**src/rtl/piso_serializer.sv**
```systemverilog
// Parallel-in serial-out converter with a valid/ready load side and a stallable
// serial side, so one word can follow another with no gap on x.
module piso_serializer #(
    parameter int WIDTH     = 8,
    parameter int MSB_FIRST = 1
) (
    input  logic             clk,
    input  logic             reset,
    input  logic             load_valid,
    input  logic [WIDTH-1:0] load_data,
    output logic             load_ready,
    input  logic             shift_en,
    output logic             x,
    output logic             x_valid,
    output logic             x_last
);

    generate
        if (WIDTH < 2 || WIDTH > 32) begin : gWidthCheck
            $error("piso_serializer: WIDTH must be in 2..32");
        end
    endgenerate

    localparam int CW = (WIDTH > 1) ? $clog2(WIDTH) : 1;
    localparam logic [CW-1:0] LAST_CNT = CW'(WIDTH - 1);
    localparam int XBIT = (MSB_FIRST != 0) ? WIDTH - 1 : 0;

    typedef enum logic {
        IDLE,
        SHIFT
    } serState_t;

    serState_t        state_q, state_d;
    logic [WIDTH-1:0] shiftReg_q, shiftReg_d;
    logic [CW-1:0]    count_q, count_d;
    logic             xLast_q, xLast_d;
    logic             loadReady;
    logic             handshake;

    // Ready also opens on the last bit of a word so the next word can chain in.
    always_comb begin
        loadReady = reset && ((state_q == IDLE) || (xLast_q && shift_en));
        handshake = load_valid && loadReady;
    end

    always_comb begin
        state_d    = state_q;
        shiftReg_d = shiftReg_q;
        count_d    = count_q;
        xLast_d    = xLast_q;
        case (state_q)
            IDLE: begin
                if (handshake) begin
                    state_d    = SHIFT;
                    shiftReg_d = load_data;
                    count_d    = '0;
                    xLast_d    = 1'b0;
                end
            end
            SHIFT: begin
                if (shift_en) begin
                    if (xLast_q) begin
                        if (handshake) begin
                            shiftReg_d = load_data;
                            count_d    = '0;
                            xLast_d    = 1'b0;
                        end else begin
                            state_d    = IDLE;
                            shiftReg_d = '0;
                            count_d    = '0;
                            xLast_d    = 1'b0;
                        end
                    end else begin
                        if (MSB_FIRST != 0) begin
                            shiftReg_d = {shiftReg_q[WIDTH-2:0], 1'b0};
                        end else begin
                            shiftReg_d = {1'b0, shiftReg_q[WIDTH-1:1]};
                        end
                        count_d = count_q + 1'b1;
                        xLast_d = ((count_q + 1'b1) == LAST_CNT);
                    end
                end
            end
            default: begin
                state_d    = IDLE;
                shiftReg_d = '0;
                count_d    = '0;
                xLast_d    = 1'b0;
            end
        endcase
    end

    always_ff @(posedge clk) begin
        if (!reset) begin
            state_q    <= IDLE;
            shiftReg_q <= '0;
            count_q    <= '0;
            xLast_q    <= 1'b0;
        end else begin
            state_q    <= state_d;
            shiftReg_q <= shiftReg_d;
            count_q    <= count_d;
            xLast_q    <= xLast_d;
        end
    end

    // The shift register is zeroed whenever the machine is idle, so x reads 0 there.
    always_comb begin
        load_ready = loadReady;
        x          = shiftReg_q[XBIT];
        x_valid    = (state_q == SHIFT);
        x_last     = xLast_q;
    end

endmodule

```
**config.mk**
```make
export PLATFORM = sky130hd
export DESIGN_NAME = piso_serializer
export DESIGN_NICKNAME = d
export VERILOG_FILES = /design/src/rtl/piso_serializer.sv
export SDC_FILE = /design/constraint.sdc
export NUM_CORES = 1
export LEC_CHECK = 0
export ABC_CLOCK_PERIOD_IN_PS = 1200
export CAP_MARGIN = 30
export CELL_PAD_IN_SITES_DETAIL_PLACEMENT = 0
export CELL_PAD_IN_SITES_GLOBAL_PLACEMENT = 2
export CORE_MARGIN = 1.5
export CORE_UTILIZATION = 26
export CTS_BUF_LIST = sky130_fd_sc_hd__clkbuf_4
export CTS_CLUSTER_DIAMETER = 200
export DETAILED_ROUTE_END_ITERATION = 12
export PLACE_DENSITY = 0.83
export SYNTH_ARGS = -nofsm -noshare
export SYNTH_HDL_FRONTEND = slang
export SYNTH_SLANG_ARGS = --single-unit
```
**constraint.sdc**
```tcl
create_clock -name clk -period 1.2 [get_ports clk]
set_clock_uncertainty 0.1 [all_clocks]
set_input_delay 0.24 -clock clk [delete_from_list [all_inputs] [get_ports clk]]
set_output_delay 0.24 -clock clk [all_outputs]
set_load 0.02 [all_outputs]
```
### Word-level counts from Yosys, hierarchy flattened

Index checks and enable logic that the tools add are counted.

| cells by class | value |
|---|---|
| add/subtract/negate cells | 1 |
| multipliers | 0 |
| div/mod/pow operators | 0 |
| order comparisons | 0 |
| equal/unequal tests | 3 |
| shifts and indexed selects | 0 |
| muxes and demuxes | 17 |
| bitwise operators | 1 |
| reduce and logical (&&, ||, !) cells | 5 |

Operators by type and width:

| operator | count |
|---|---|
| 8-bit two-way mux | 4 |
| 8-bit case mux with 2 select lines | 1 |
| 3-bit two-way mux | 3 |
| 1-bit two-way mux | 6 |
| 3-bit case mux with 2 select lines | 1 |
| 2-bit inequality test (second input constant) | 2 |
| 1-bit case mux with 2 select lines | 2 |
| 3-bit by 1-bit adder with 3-bit output (second input constant) | 1 |
| 3-bit equality test (second input constant) | 1 |
| 1-bit logical AND | 3 |
| 2-bit AND reduction | 1 |
| 1-bit logical OR | 1 |
| 1-bit NOT | 1 |

| storage, ports and cells | value |
|---|---|
| flip-flop bits (word level) | 13 |
| latch bits | 0 |
| bits in writable memories | 0 |
| ROM bits | 0 |
| input bits | 12 |
| memories kept | 0 |

### Depth between registers and ports, before layout

Gate-level depths: netlist of the first run.

| logic depth | value |
|---|---|
| word-level depth | 8 |
| gate-level depth with buffers | 5 |
| depth with buffers taken out | 5 |

### Worst setup path before layout of the first run

OpenSTA, ideal clock, no wires.

| path | value |
|---|---|
| path kind | register -> output |
| from | register xLast_q (netlist: x_last) |
| to | output load_ready |
| arrival time | 0.987 ns |
| path slack | -0.127 ns |
| cell stages (with the launch flop) | 3 |
| buffers on the path | 0 |
| cells stage by stage | dfxtp_1 > a21boi_0 > nor2b_1 |

| between the ends | value |
|---|---|
| cells in the longest elaborated chain, start to end | 3 |

RTL lines:

| element | line | RTL |
|---|---|---|
| start, declared | 36 | `logic xLast_q, xLast_d;` |
| start signal, assigned | 103 | `xLast_q <= xLast_d;` |
| 1-bit logical AND | 42 | `loadReady = reset && ((state_q == IDLE) \|\| (xLast_q && shift_en));` |
| 1-bit logical OR | 42 |  |
| 1-bit logical AND | 42 |  |
| end, declared | 11 | `output logic load_ready,` |

Every way passes these cells.

### Worst setup path after layout of the first run

| path | value |
|---|---|
| from | register state_q (netlist: x_valid) |
| to | output load_ready |

| between the ends | value |
|---|---|
| cells in the longest elaborated chain, start to end | 3 |

RTL lines:

| element | line | RTL |
|---|---|---|
| start, declared | 33 | `serState_t state_q, state_d;` |
| start signal, assigned | 100 | `state_q <= state_d;` |
| 1-bit NOT | - |  |
| 1-bit logical OR | 42 |  |
| 1-bit logical AND | 42 |  |

Every way passes these cells.

==> results of run 1 <==
==> flip-flops by register name, indices dropped and copies added, names as in the netlist <==
| signal | count |
|---|---|
| count_q | 3 |
| shiftReg_q | 8 |
| x_last | 1 |
| x_valid | 1 |
==> worst min-delay path: stages, from the launching register on <==
cell	delay, ns
sky130_fd_sc_hd__dfxtp_1	0.31
sky130_fd_sc_hd__nand2_1	0.05
sky130_fd_sc_hd__a31oi_1	0.07
==> repair_timing <==
item / in CTS / in global routing
resized for setup: 43 / 5
pin swaps: 3 / 6
gates cloned: 0 / 0
setup endpoints to repair: 16 / 15
==> stage by stage <==
| stage | hold WS (ns) | setup TNS (ns) | util | area (µm²) | cells |
|---|---|---|---|---|---|
| 6_report | 0.377 | -0.362 | 0.430 | 968 | 126 |
| 5_1_grt | 0.413 | -1.07 | 0.430 | 968 | 126 |
| 4_1_cts | 0.378 | -0.405 | 0.420 | 947 | 126 |
| 3_5_place_dp | 0.363 | -6.15 | 0.388 | 875 | 122 |
| 3_3_place_gp | 0.357 | -6.42 | 0.388 | 875 | 122 |
| 2_1_floorplan | 0.264 | 0 | - | 637 | 72 |
==> power groups by stage <==
stage | Sequential [µW] | Combinational [µW] | Clock (µW)
finish | 479 | 210 | 291
global route | 485 | 230 | 338
CTS | 479 | 208 | 312
detailed placement | 487 | 192 | 0
global placement | 486 | 193 | 0
floorplan | 494 | 87.4 | 0
==> layout by cell type, fill, tap and decap left out, types with 3 or more instances in the layout <==
cell type                         synthesis  final
sky130_fd_sc_hd__o21ai_1                  1      6
sky130_fd_sc_hd__dlygate4sd2_1            0      3
sky130_fd_sc_hd__buf_4                    0      4
sky130_fd_sc_hd__o21ai_0                 13      7
sky130_fd_sc_hd__nand3_1                  6      5
sky130_fd_sc_hd__dfxtp_2                  0      4
sky130_fd_sc_hd__dfxtp_1                 13      9
sky130_fd_sc_hd__clkbuf_4                 0      4
sky130_fd_sc_hd__clkdlybuf4s50_1          0      8
sky130_fd_sc_hd__nand2_1                  8      7
sky130_fd_sc_hd__a21boi_1                 3      3
sky130_fd_sc_hd__a31oi_1                  8      8
sky130_fd_sc_hd__buf_6                    1      8
==> area by class of cell <==
| type | instances | area (µm²) | share of cell area |
|---|---|---|---|
| Clock buffer | 4 | 30.0 | 0.0310 |
| Inverter | 2 | 7.51 | 0.00775 |
| Multi-Input combinational cell | 55 | 399 | 0.412 |
| Sequential cell | 13 | 265 | 0.274 |
| Tap cell | 28 | 35.0 | 0.0362 |
| Timing Repair Buffer | 24 | 231 | 0.239 |
==> worst max-delay path by stage <==
stage                     from    endpoint  cells after the start
finish                 x_valid  load_ready                      3
global placement      shift_en  load_ready                      4
detailed placement    shift_en  load_ready                      4
floorplan           count_q[0]  count_q[1]                      5
global route           x_valid  load_ready                      3
CTS                    x_valid  load_ready                      3
==> cells by family after synthesis <==
kind of cell	Yosys count	synth area share
simple gates	23	0.214
flops	13	0.412
mux	1	0.0238
xor+xnor	1	0.0139
compound gates	28	0.261
fa+ha+maj	2	0.0396
buf+inv	4	0.0356
==> layer usage <==
metal / vias to the layer above / GRT usage / wire length (µm)
met5: - / 0 / 0
met4: 0 / 0.0641 / 14
met3: 2 / 0.0343 / 99
met2: 16 / 0.206 / 640
met1: 276 / 0.161 / 734
li1: 320 / - / -
==> implementation parameters, run 1 <==
Parameter                              Value

Status
  Outcome    finished, violations left
  Failing checks    setup timing

Worst setup path
  CP Capture Type    output pin
  Worst-path cell with the longest stage delay    sky130_fd_sc_hd__dfxtp_2
  Sum of buffers and inverters on the critical path    1
  Worst endpoint required time    0.86 ns
  Count of cells along the worst register-to-register path    5
  Critical-path maximum fanout    2
  Slack of the worst reg-to-reg path    -0.07 ns
  Cell family with most CP delay    flip-flops
  Critical R2R Capture    count_q[1]
  Launching element type of the critical path    register
  Crit-path cells    a21boi_4, nor2b_2, buf_6
  Origin of the critical flop-to-flop path    count_q[0]
  Worst path max stage delay    0.33 ns
  Type of the worst setup path    register to output pin
  CP Data Arrival Time    around 1 ns

Timing
  Fmax achieved    760 MHz
  Number of setup violations in the final report    11
  Remaining max-slew budget at the tightest pin    0.867
  Slew Viols, Final    0
  Tmin final    1.32 ns
  Part of the cycle the worst path needs    1.10
  Setup repair after global routing missed its margin    true
  Setup slack of the critical path after layout    -0.115 ns
  Measured slew at the worst slew-check pin    0.199 ns
  Final hold vios    0

Synth
  Post-Syn Area    632 µm²
  Fraction of registers with async set/reset    0
  Area contributors post-synth    sky130_fd_sc_hd__dfxtp_1, sky130_fd_sc_hd__o21ai_0, sky130_fd_sc_hd__a31oi_1
  Synth Net Count    86
  Dominant synthesized flop cell    sky130_fd_sc_hd__dfxtp_1
  Count of yosys warnings during synthesis    0
  Synth area leader    sky130_fd_sc_hd__dfxtp_1
  Area share of the leading cell type in the synthesized netlist    0.412
  Top cells by instance count after synthesis    sky130_fd_sc_hd__dfxtp_1, sky130_fd_sc_hd__o21ai_0, sky130_fd_sc_hd__a31oi_1, sky130_fd_sc_hd__nand2_1, sky130_fd_sc_hd__nand3_1
  Number of enable-type register cells in the synthesized netlist    0
  Number of standard cells after synthesis    72
  Synthesized area per cell    8.78 µm²
  Sequential element share of the synthesized area    0.412
  Number of different library cells in the post-synthesis netlist    23
  Number of register bits inferred by synthesis    13

Power and ir drop
  Switching power as a share of total power    0.258
  Total power divided by cell area    1010 mW/mm²
  Clock network fraction of total power    0.297
  Switching Power    roughly 250 µW
  Register share of total power    0.489
  Peak ir drop on the vdd network    around 420 µV
  Pint    727 µW
  Total power    about 980 µW
  Comb power frac    0.214
  Leakage power    0.000386 µW

Hold path
  Hold Path Origin    shiftReg_q[1]
  Hold Path End    shiftReg_q[2]
  Number of cells on the worst hold path    2
  Worst hold-check path type    register to register

Cells and area
  Final layout net count    around 110
  Final antenna diode count    0
  Layout cell share with drive strength beyond 1    0.357
  FILL cells    249
  Synthesis-to-layout area growth    53.3%

Clock network
  Cts hold-fix bufs    0
  Maximum number of buffers from clock root to sink    2
  Worst-Skew Late Latency    0.27 ns
  Htree depth    1
  Clk sinks    13
  CTS tree    done
  Root Buffer    sky130_fd_sc_hd__clkbuf_4
  Number of CTS-inserted buffers    3
  Clock transition at the register clock pins on the worst setup and hold paths after CTS    0.07 ns
  Number of buffers added for setup after CTS    0

Detailed routing
  Post-detailed-route wirelength per cell    ~12 µm
  DR iter-0 viols    0
  Pre-antenna DRT Iters    1
  Final wirelength    1490 µm
  Remaining antenna violation count after routing    0
  Routed via count    614
  Residual DRC count    0
  Via density per instance    4.87

Floorplan
  DIE WIDTH    52.3 µm
  Starting density of the core    0.280
  IO Pins    16
  Core Region    0.00225 mm²
  Row count    17
  Die footprint    0.00273 mm²
  Die Y-Extent    52.3 µm

Global route
  Global-route usage over all layers    0.130
  Initial antenna violation count    0
  Number of global-route vias before repair    607
  Overall overflow remaining after global route    0
  Wire length of the first global-routing pass    2630 µm
  Maximum number of pins on one net before global-route repair    16

Placement
  Port Buffers    15
  Post-placement setup slack    -0.655 ns
  DP HPWL    between 1000 and 1500 µm
  Global placement routability congestion    0.738

Run
  Max Cap Violations    0
(Power assumes the default switching activity.)
==> run 2: changes to the inputs <==
--- a/config.mk
+++ b/config.mk
@@ -6,7 +6,6 @@
 export NUM_CORES = 1
 export LEC_CHECK = 0
 export ABC_CLOCK_PERIOD_IN_PS = 1200
-export CAP_MARGIN = 30
 export CELL_PAD_IN_SITES_DETAIL_PLACEMENT = 0
 export CELL_PAD_IN_SITES_GLOBAL_PLACEMENT = 2
 export CORE_MARGIN = 1.5
==> results of run 2 <==
The final DEF is identical to that of run 1; final timing and power are the same.
==> run 3: changes to the inputs <==
--- a/config.mk
+++ b/config.mk
@@ -8,7 +8,6 @@
 export ABC_CLOCK_PERIOD_IN_PS = 1200
 export CELL_PAD_IN_SITES_DETAIL_PLACEMENT = 0
 export CELL_PAD_IN_SITES_GLOBAL_PLACEMENT = 2
-export CORE_MARGIN = 1.5
 export CORE_UTILIZATION = 26
 export CTS_BUF_LIST = sky130_fd_sc_hd__clkbuf_4
 export CTS_CLUSTER_DIAMETER = 200
==> implementation parameters, run 3 (synthesis results as in run 1) <==
Parameter                              Value

Global route
  Fraction of met1 tracks used by global routing    0.170 (+0.00879)
  Global-route usage over all layers    0.131 (+0.000529)
  Maximum number of pins on one net before global-route repair    16 (unchanged)
  Initial antenna violation count    0 (unchanged)
  Overall overflow remaining after global route    0 (unchanged)
  Number of global-route vias before repair    560 (-7.7%)
  Busiest layer in global routing    met2
  Global Route met2 Usage    0.204 (-0.00230)
  Global Route met3 Usage    0.0417 (+0.00738)
  Wire length of the first global-routing pass    2590 µm (-1.6%)

Timing
  Final hold vios    0 (unchanged)
  Slew Viols, Final    0 (unchanged)
  Setup slack of the critical path after layout    -0.139 ns (-0.0236 ns)
  Fmax achieved    747 MHz (-1.8%)
  Measured slew at the worst slew-check pin    0.203 ns (+0.00379 ns)
  Part of the cycle the worst path needs    1.12 (+0.0196)
  Number of setup violations in the final report    12 (+1)
  Setup repair after global routing missed its margin    true
  Tmin final    1.34 ns (+0.0236 ns)
  Remaining max-slew budget at the tightest pin    0.864 (-0.00316)

Detailed routing
  DR iter-0 viols    14 (+14)
  Remaining antenna violation count after routing    0 (unchanged)
  Post-detailed-route wirelength per cell    12.0 µm (+1.9%)
  Routed via count    643 (+4.7%)
  Final wirelength    1550 µm (+4.3%)
  Via density per instance    4.98 (+2.3%)
  Pre-antenna DRT Iters    4 (+3)
  Residual DRC count    0 (unchanged)

Clock network
  CTS tree    done
  Clk sinks    13 (unchanged)
  Htree depth    1 (unchanged)
  Maximum number of buffers from clock root to sink    2 (unchanged)
  Root Buffer    sky130_fd_sc_hd__clkbuf_4
  Worst-Skew Late Latency    0.27 ns (about the same)
  Clock transition at the register clock pins on the worst setup and hold paths after CTS    0.08 ns (about the same)
  Number of CTS-inserted buffers    3 (unchanged)
  Cts hold-fix bufs    0 (unchanged)

Cells and area
  Final antenna diode count    0 (unchanged)
  Core occupancy in the finished layout    0.469 (+0.0394)
  Area of all placed cells without fillers    0.00106 mm² (+9.2%)
  FILL cells    235 (-5.6%)
  Non-filler instance count after layout    129 (+2.4%)
  Synthesis-to-layout area growth    67.3%
  Sequential Area    268 µm² (+0.94%)
  Top reg by flops    shiftReg_q
  Largest register FFs    8 (unchanged)
  Area taken by multi-input logic gates    455 µm² (+14%)
  Highest-count cells in the layout ignoring fill and taps    sky130_fd_sc_hd__buf_6, sky130_fd_sc_hd__dfxtp_1, sky130_fd_sc_hd__a31oi_1, sky130_fd_sc_hd__clkdlybuf4s50_1, sky130_fd_sc_hd__o21ai_0
  Final layout net count    116 (+2.7%)
  Largest registers in the final layout    shiftReg_q: 8 flops, count_q: 3 flops
  Most common library cell in the layout ignoring fill and taps    sky130_fd_sc_hd__buf_6
  Layout cell share with drive strength beyond 1    0.455 (+0.0983)

Placement
  Global placement routability congestion    0.743 (+0.61%)
  DP HPWL    1090 µm (+2.1%)
  Post-place instance area    875 µm² (unchanged)
  Cell Count Post-Placement    122 (unchanged)
  Port Buffers    15 (unchanged)

Worst setup path
  Worst path max stage delay    0.35 ns (+0.02 ns)
  Critical-path maximum fanout    7 (+5)
  Worst endpoint required time    1.26 ns (+0.40 ns)
  Worst-path cell with the longest stage delay    sky130_fd_sc_hd__mux2_4
  Crit-path cells    buf_4, buf_6, mux2_4, o21ai_1, a31oi_1
  Launching element type of the critical path    register
  CP Capture Type    register
  CP Data Arrival Time    1.39 ns (+0.41 ns)
  Type of the worst setup path    register to register

Hold path
  Worst hold-check path type    register to register

Power and ir drop
  Total power    1020 µW (+3.6%)
  Peak ir drop on the vdd network    509 µV (+20%)
  Total power divided by cell area    960 mW/mm² (-5.1%)
  Leakage power    0.000417 µW (+8.2%)

Floorplan
  Row count    17 (unchanged)
  IO Pins    16 (unchanged)
  DIE WIDTH    51.3 µm (-1.9%)
  Die Y-Extent    51.3 µm (-1.9%)
  Core Region    0.00225 mm² (unchanged)
  Starting density of the core    0.280 (unchanged)
  Die footprint    0.00263 mm² (-3.8%)

Status
  Failing checks    setup timing
  Outcome    finished, violations left

Run
  Max Cap Violations    0 (unchanged)
==> run 3: timing repair <==
item / 4_1_cts / 5_1_grt
setup buffers: 0 / 3
pin swaps: 8 / 7
setup endpoints to repair: 16 / 15
gates cloned: 0 / 0
gates resized for setup: 43 / 20
==> run 3: final timing paths <==
path,from,endpoint,slack [ns],cells after the start
worst max register to register,x_valid,shiftReg_q[4],-0.14,5
worst max-delay path,x_valid,shiftReg_q[4],-0.14,5
worst min-delay path,shiftReg_q[0],shiftReg_q[1],0.37,2
worst min register to register,shiftReg_q[0],shiftReg_q[1],0.37,2
==> run 3: power breakdown <==
group | leakage (µW) | total, µW | internal [µW] | switching, µW
Sequential | 0.000109 | 482 | 462 | 20.7
Clock | 0.0000184 | 293 | 151 | 142
Combinational | 0.000290 | 239 | 129 | 110
Total | 0.000417 | 1020 | 742 | 273
==> run 3: final cells by class <==
cell class / instances / share of cell area
Tap cell: 28 / 0.0331
Inverter: 2 / 0.00710
Clock buffer: 4 / 0.0284
Multi-Input combinational cell: 55 / 0.431
Timing Repair Buffer: 27 / 0.247
Sequential cell: 13 / 0.253
==> run 3: layer usage <==
| metal | wire length, µm | up-vias |
|---|---|---|
| li1 | - | 325 |
| met1 | 766 | 300 |
| met2 | 686 | 18 |
| met3 | 100 | 0 |
| met4 | 0 | 0 |
| met5 | 0 | - |
==> run 3: critical path, delay by kind of cell (launching register included) <==
kind / cells / cell delay, ns
muxes: 1 / 0.35
buffers and inverters: 2 / 0.25
DFF: 1 / 0.33
AOI/OAI and AO/OA: 2 / 0.20
==> run 3: through the flow <==
stage	hold WS [ns]	worst slack (ns)	TNS, ns
final	0.368	-0.139	-1.23
after detailed placement	0.362	-0.671	-6.25
after floorplan	0.264	0.000343	0
after CTS	0.368	-0.127	-0.298
after global placement	0.357	-0.654	-6.43
after global routing	0.392	-0.183	-1.84
